## src/rtl/gray_updown_counter.sv

```systemverilog
// gray_updown_counter: WIDTH-bit up/down counter with registered binary and Gray views.
// Define GRAY_COUNTER_SATURATE_EN to saturate at the ends instead of wrapping.
module gray_updown_counter #(
    parameter int          WIDTH     = 3,
    parameter int unsigned RESET_BIN = 0
) (
    input  logic             clk,
    input  logic             reset,
    input  logic             en,
    input  logic             up,
    input  logic             load,
    input  logic [WIDTH-1:0] load_bin,
    output logic [WIDTH-1:0] gray,
    output logic [WIDTH-1:0] bin,
    output logic             tc,
    output logic             wrap
);
    localparam logic [WIDTH-1:0] RST_BIN = WIDTH'(RESET_BIN);
    logic [WIDTH-1:0] step_bin;
    logic [WIDTH-1:0] next_bin;
    always_comb begin
        tc = up ? &bin : ~|bin;
`ifdef GRAY_COUNTER_SATURATE_EN
        step_bin = tc ? bin : (up ? bin + WIDTH'(1) : bin - WIDTH'(1));
`else
        step_bin = up ? bin + WIDTH'(1) : bin - WIDTH'(1);
`endif
        next_bin = reset ? RST_BIN : load ? load_bin : en ? step_bin : bin;
    end
    always_ff @(posedge clk) begin
        bin  <= next_bin;
        gray <= next_bin ^ (next_bin >> 1);
        wrap <= !reset && !load && en && tc;
    end
endmodule
```

## config.mk

```make
export PLATFORM = sky130hd
export DESIGN_NAME = gray_updown_counter
export DESIGN_NICKNAME = d
export VERILOG_FILES = /design/src/rtl/gray_updown_counter.sv
export SDC_FILE = /design/constraint.sdc
export NUM_CORES = 1
export LEC_CHECK = 0
export BUFFER_PORTS_ARGS = -buffer_cell sky130_fd_sc_hd__buf_2
export CORE_AREA = 3 3 40 42
export CTS_CLUSTER_SIZE = 40
export DETAILED_ROUTE_END_ITERATION = 12
export DIE_AREA = 0 0 43 45
export PLACE_DENSITY = 0.56
export SKIP_CTS_REPAIR_TIMING = 1
export SLEW_MARGIN = 20
export SYNTH_ARGS = -nofsm -noshare
export SYNTH_HDL_FRONTEND = slang
export SYNTH_SLANG_ARGS = --single-unit
```

## constraint.sdc

```tcl
create_clock -name clk -period 5.3 [get_ports clk]
set_input_delay 0 -clock clk [delete_from_list [all_inputs] [get_ports clk]]
set_output_delay 0 -clock clk [all_outputs]
set_load 0.03 [all_outputs]
```

# == Word-level counts from Yosys, hierarchy flattened ==
# Index checks and enable logic that the tools add are counted.
# word_totals
elab_cells,19
regBits,7
inputBits,8
output_inout_bits,8
# op_classes
n_mux,5
n_addsub,2
n_bitwise,1
n_reduce_logical,8
# op_table
cell,count
3-bit 2-to-1 mux,4
"3-bit by 1-bit adder with 3-bit output, second input constant",1
1-bit logical AND,3
1-bit zero test,3
3-bit AND reduction,1
3-bit OR reduction,1
"3-bit by 1-bit subtractor with 3-bit output, second input constant",1
3-bit by 2-bit XOR with 3-bit output,1
1-bit 2-to-1 mux,1

# == Longest topological paths before layout ==
# Gate-level depths: netlist of the first run.
# depth
depth_word,6
ltp_mapped,6
ltp_nobuf,6

# == Worst setup path before layout of the first run ==
# Ideal clock, no wire load.
# synth_timing
kind,reg-to-reg
from,reg bin[0]
to,reg gray[1]
synth_period_minus_slack_ns,1.899
t_required_ns,5.177
setup_slack_ns,3.401
path_buffers,0
arrival_ns,1.776
stages_incl_launch_ff,7
setup_time_ns,0.123
path_cell_list,dfxtp_1 inv_1 fa_1 xor2_1 mux2_2 o2bb2ai_2 xnor2_1
# synth_via
elab_chain_len,6
elab_cells_between_ends,7
classes_between,add/sub: 2; mux: 4; bitwise: 1
# synth_rtl
element,line,text
"start, declared",14,"output logic [WIDTH-1:0] bin,"
"start signal, assigned",31,bin <= next_bin;
3-bit by 1-bit subtractor with 3-bit output or 3-bit by 1-bit adder with 3-bit output (tied branches),26,step_bin = up ? bin + WIDTH'(1) : bin - WIDTH'(1);
3-bit 2-to-1 mux *,26,
3-bit 2-to-1 mux * (3 in series),28,next_bin = reset ? RST_BIN : load ? load_bin : en ? step_bin : bin;
net next_bin[2],20,logic [WIDTH-1:0] next_bin;
3-bit by 2-bit XOR with 3-bit output *,32,gray <= next_bin ^ (next_bin >> 1);
"end signal, assigned",32,
"end, declared",13,"output logic [WIDTH-1:0] gray,"
# The timed path passes the listed nets; every way through them passes the cells marked *.

# == Worst setup path in the final report of the first run ==
# Same ends and word-level chain as after synthesis.

==> impl_metrics.ini, run 1 <==
[status]
status = complete, no violations

[placement]
dpl_cell_area_um2 = 399.1
gp_congestion = 0.6431
port_buffers = 15
dp.cells = 60

[routing]
wl_per_cell_um = 9.922
drtPass1Iterations = 2
drtIter0Drc = 1
drc = 0
drt-vias-per-instance = 4.219
drt_wl_total_um = 635
ant_nets = 0
vias = 270

[sta]
finalClockSkew_ps = 2.400
max_slew.worst_pin.slew_ps = 243.9
grt_setup_unrepaired = no
fin_tns_setup_ps = 0
min_period_over_period_pct = 33.60
whs_ps = 74.49
slew_headroom_pct = 83.69
fmax_mhz = 561.6
final_max_slew_viol_count = 0
setup_violations = 0
finalCriticalPeriod_ps = 1781
finalHoldViolCount = 0

[global_routing]
track_usage_pct = 7.500
grt_pass1_wl_um = 993
antenna_found_initial = 0
first_global_vias = 240
gr-total-overflow = 0
grt_start_max_net_pins = 8

[floorplanning]
rows = 13
chipHeight_um = 45
ios = 16
dieWidth_um = 43
start_util_pct = 24.34
dieArea_um2 = 1935
core_area_um2 = 1285

[worst_setup_path]
cp-start-kind = flip-flop
arrival_ps = 1900
crit_family = flip-flops
r2r_cells = 6
cpMaxStageDelayCell = dfxtp_1
path_class = flip-flop to flip-flop
cp.required_ps = 5420
crit_path_max_incr_delay_ps = 410
worstPathMaxFanout = 5
cp_num_buf_inv = 1
worst-path-stages = 6
endpoint_kind = flip-flop
cp_cell_sequence = inv_1 -> fa_1 -> xor2_1 -> mux2_2 -> o2bb2ai_2 -> xnor2_1

[synth]
syn_inst = 31
postSynthAreaPerCell_um2 = 10.09
yosys_warnings = 0
syn_nets = 40
synth_area_leaders = dfxtp_1 (38%), fa_1 (6.4%), mux2i_1 (6.4%)
ys_ff_latch = 6
synth_top_area_cell = dfxtp_1
ys_seq_area_share_pct = 38.40
yosys.area.top_type_share_pct = 38.40
synth_cell_type_count = 19
synth_area_um2 = 312.8

[worst_hold_path]
hold_path_class = input port to flip-flop
hold_depth = 2

[cells_and_area]
layout.cells.non_filler = 64
layout_commonest_cell = buf_2
syn_to_final_growth_pct = 38.00
layout-drive-gt1-share_pct = 42.86
final_area_um2 = 431.7
n_antenna_cell = 0
num-nets-final = 60
layout_common_cells = buf_2 (15), dfxtp_1 (6), inv_1 (4), clkbuf_4 (3)

[power_and_ir_drop]
power_switching_share_pct = 32.85
vdd_drop_max_uv = 165.4
p_comb_share_pct = 30.7
power.density_nw_per_um2 = 316.8
p_leak_uw = 0.0002206
power_frac_seq_pct = 39.3
cellInternalPower_uw = 91.83
switchingPower_uw = 44.92
clock_power_share_pct = 30.0

[clocking]
cts.sink_count = 6
clk_latency_ps = 240
cts.path.max_buffers = 2
cts_root_buf = clkbuf_4
cts_max_level = 1
cts_tree = built
cts_made_buffers = 3
clkTransAtPathRegs_ps = 40

[flow_run]
maxCapViolCount = 0
cells by family (layout without fill, tap and decap cells):
group	Yosys count	after routing	synth area share, %
AND/OR/NAND/NOR	9	9	16.41
flip-flops	6	6	38.40
buffers and inverters	5	23	7.199
XOR/XNOR	4	4	11.20
AO/OA/AOI/OAI	3	3	10.40
multiplexers	3	3	10.00
adder cells (fa/ha/maj)	1	1	6.400
layer usage:
metal	routed length, um	GRT usage (%)	vias up
met5	0	0	-
met1	317	9.179	118
met3	63	6.375	0
li1	-	-	138
met4	0	1.807	0
met2	254	9.880	14
area by class of cell:
| type | count | area, um2 |
|---|---|---|
| repair buffers | 16 | 85.08 |
| well taps | 15 | 18.77 |
| inverters | 4 | 15.01 |
| clock buffers | 3 | 22.52 |
| fillers | 146 | 853.3 |
| multi-input cells | 20 | 170.2 |
| flip-flops and latches | 6 | 120.1 |
metrics by stage:
step / util, % / total power [uW] / worst slack (ps)
floorplan: - / 84.06 / 3401
global placement: 31.06 / 96.10 / 3534
CTS: 32.81 / 140.7 / 3498
global route: 33.59 / 149.7 / 3428
finish: 33.59 / 136.8 / 3519
detailed placement: 31.06 / 96.49 / 3502
cell usage after synthesis:
| cell | number |
|---|---|
| a21oi_1 | 1 |
| buf_4 | 1 |
| nand2b_1 | 1 |
| mux2_2 | 1 |
| nand4_1 | 1 |
| o211ai_2 | 1 |
| and3_1 | 1 |
| inv_1 | 4 |
| o2bb2ai_2 | 1 |
| nor2b_1 | 1 |
| nor3b_1 | 1 |
| nor2_1 | 2 |
| dfxtp_1 | 6 |
| mux2i_1 | 2 |
| nand2_1 | 1 |
| fa_1 | 1 |
| xor2_1 | 2 |
| xnor2_1 | 2 |
| or4_1 | 1 |
final timing paths:
| path | startpoint | to | slack [ps] |
|---|---|---|---|
| worst min-delay path | en | wrap | 70 |
| worst max-delay path | bin[0] | gray[1] | 3520 |
| worst max register to register | bin[0] | gray[1] | 3520 |
| worst min register to register | bin[1] | wrap | 690 |
registers in the layout (all words and copies together), names as in the netlist:
register	cells
gray	2
wrap	1
bin	3
power groups by stage:
stage,Sequential [uW],Clock [uW],Combinational [uW]
after floorplan,64.7,0,19.3
after global placement,54.6,0,41.5
after detailed placement,54.7,0,41.8
after CTS,53.8,44.9,42.0
after global routing,54.5,49.5,45.7
final,53.7,41.0,42.0
(Power assumes the default switching activity.)
==> run 2, diff against run 1 <==
PLACE_DENSITY = 0.58   (was 0.56)
clock period = 1.5 ns   (was 5.3 ns; I/O delays follow)
==> run 2 against run 1 <==
  * The flow now finishes with violations (negative setup slack)
  * Cell count up 6.3%
  * Sequential share of layout area fell by 2.3 points
  * Combinational power increased to 4.3 times the previous value
  * Global-route usage rose by 0.69 points
  * Largest power group unchanged
==> impl_metrics.ini, run 2 (synthesized netlist as in run 1, its figures left out) <==
[cells_and_area]
seqCellArea_um2 = 127.6
layout_commonest_cell = buf_2
biggestRegsByFlops = bin: 3 flops, gray: 2 flops, wrap: 1 flops
syn_to_final_growth_pct = 60.00
num-nets-final = 63
multi_input_area_um2 = 198.9
final_area_um2 = 500.5
layout_common_cells = buf_2 (14), dfxtp_1 (4), buf_4 (4), clkbuf_4 (3)
largest_register = bin
n_antenna_cell = 0
largest_reg_flops = 3
layout-drive-gt1-share_pct = 60.38
n_fill_cell = 145
layout.cells.non_filler = 68

[worst_setup_path]
arrival_ps = 1720
cp_cell_sequence = inv_4 -> fa_2 -> xor2_2 -> mux2_4 -> o2bb2ai_4 -> xnor2_1
worstPathMaxFanout = 2
cp_num_buf_inv = 1
crit_path_max_incr_delay_ps = 360
reg2reg_slack_ps = -90
cp.required_ps = 1630
cp-start-kind = flip-flop
cpMaxStageDelayCell = fa_2
r2r_end = gray[1]
r2r_start = bin[1]
endpoint_kind = flip-flop
path_class = flip-flop to flip-flop
crit_family = adder cells
r2r_cells = 6

[sta]
final_max_slew_viol_count = 0
fmax_mhz = 629.6
setup_violations = 1
finalClockSkew_ps = 5.651
finalCriticalPeriod_ps = 1588
max_slew.worst_pin.slew_ps = 289.6
finalHoldViolCount = 0
fin_ws_ps = -88.32
slew_headroom_pct = 80.69
grt_setup_unrepaired = yes
min_period_over_period_pct = 105.9

[routing]
vias = 299
drc = 0
drtIter0Drc = 5
drt_wl_total_um = 766
drt-vias-per-instance = 4.397
wl_per_cell_um = 11.26
ant_nets = 0
drtPass1Iterations = 4

[placement]
gp_congestion = 0.6940
dpl_cell_area_um2 = 435.4
dp.cells = 63
port_buffers = 15

[global_routing]
grt_pass1_wl_um = 1014
gr-total-overflow = 0
track_usage_pct = 8.187
grt_start_max_net_pins = 8
antenna_found_initial = 0
first_global_vias = 234

[worst_hold_path]
hold_path_class = input port to flip-flop
holdPathEnd = bin[2]
hp-start = reset
hold_depth = 2

[floorplanning]
core_area_um2 = 1285
start_util_pct = 24.34
dieArea_um2 = 1935
rows = 13
dieWidth_um = 43
ios = 16
chipHeight_um = 45

[clocking]
cts.sink_count = 6
cts_tree = built
cts.path.max_buffers = 2
cts_root_buf = clkbuf_4
cts_made_buffers = 3
cts_max_level = 1
clkTransAtPathRegs_ps = 50
clk_latency_ps = 250

[status]
status = finished, violations left
failed_checks = negative setup slack

[flow_run]
maxCapViolCount = 0

[power_and_ir_drop]
vdd_drop_max_uv = 557.1
power.density_nw_per_um2 = 1072
p_leak_uw = 0.0002462
total_power_uw = 536.8
run 2: cell count changes in the layout (fill, tap and decap cells not counted), moves of 2 or more:
cell     delta
dfxtp_4     +2
buf_4       +4
inv_1       -2
dfxtp_1     -2
run 2: stage by stage:
step                setup WS, ps  hold slack (ps)  TNS (ps)  utilization (%)
CTS                       -104.5           -10.55    -164.2            35.93
finish                    -88.32            24.36    -88.32            38.95
floorplan                 -152.7            85.63    -193.0                -
detailed placement        -90.28            253.9    -90.28            33.89
global placement          -86.09            251.7    -86.09            33.89
global route              -146.9            30.87    -214.6            38.95
run 2: layer usage:
metal | wire [um] | global-route usage, %
met4 | 34 | 9.036
met1 | 285 | 8.759
met2 | 389 | 10.48
met5 | 0 | 0
met3 | 58 | 4.781
run 2: worst reg2reg max path, delay by kind of cell (launching register included):
kind | cells | cell delay, ps
xor+xnor | 2 | 270
compound gates | 1 | 130
mux | 1 | 330
flops | 1 | 350
fa+ha+maj | 1 | 360
buf+inv | 1 | 40
run 2: layout make-up:
class	count	area share [%]
multi-input combinational	20	39.75
sequential	6	25.50
timing repair buffer	19	22.25
clock buffer	4	5.250
tap	15	3.750
inverter	4	3.500
run 2: worst max path at each step:
stage | to | cells past startpoint | start | slack, ps
global route | gray[1] | 6 | bin[1] | -150
finish | gray[1] | 6 | bin[1] | -90
CTS | gray[1] | 6 | bin[1] | -100
detailed placement | gray[1] | 6 | bin[1] | -90
floorplan | gray[1] | 6 | bin[0] | -150
global placement | gray[1] | 6 | bin[1] | -90
run 2: power by group:
group	switching, uW	internal (uW)
registers	11.4	178
logic	105	77.3
clock network	63.6	101
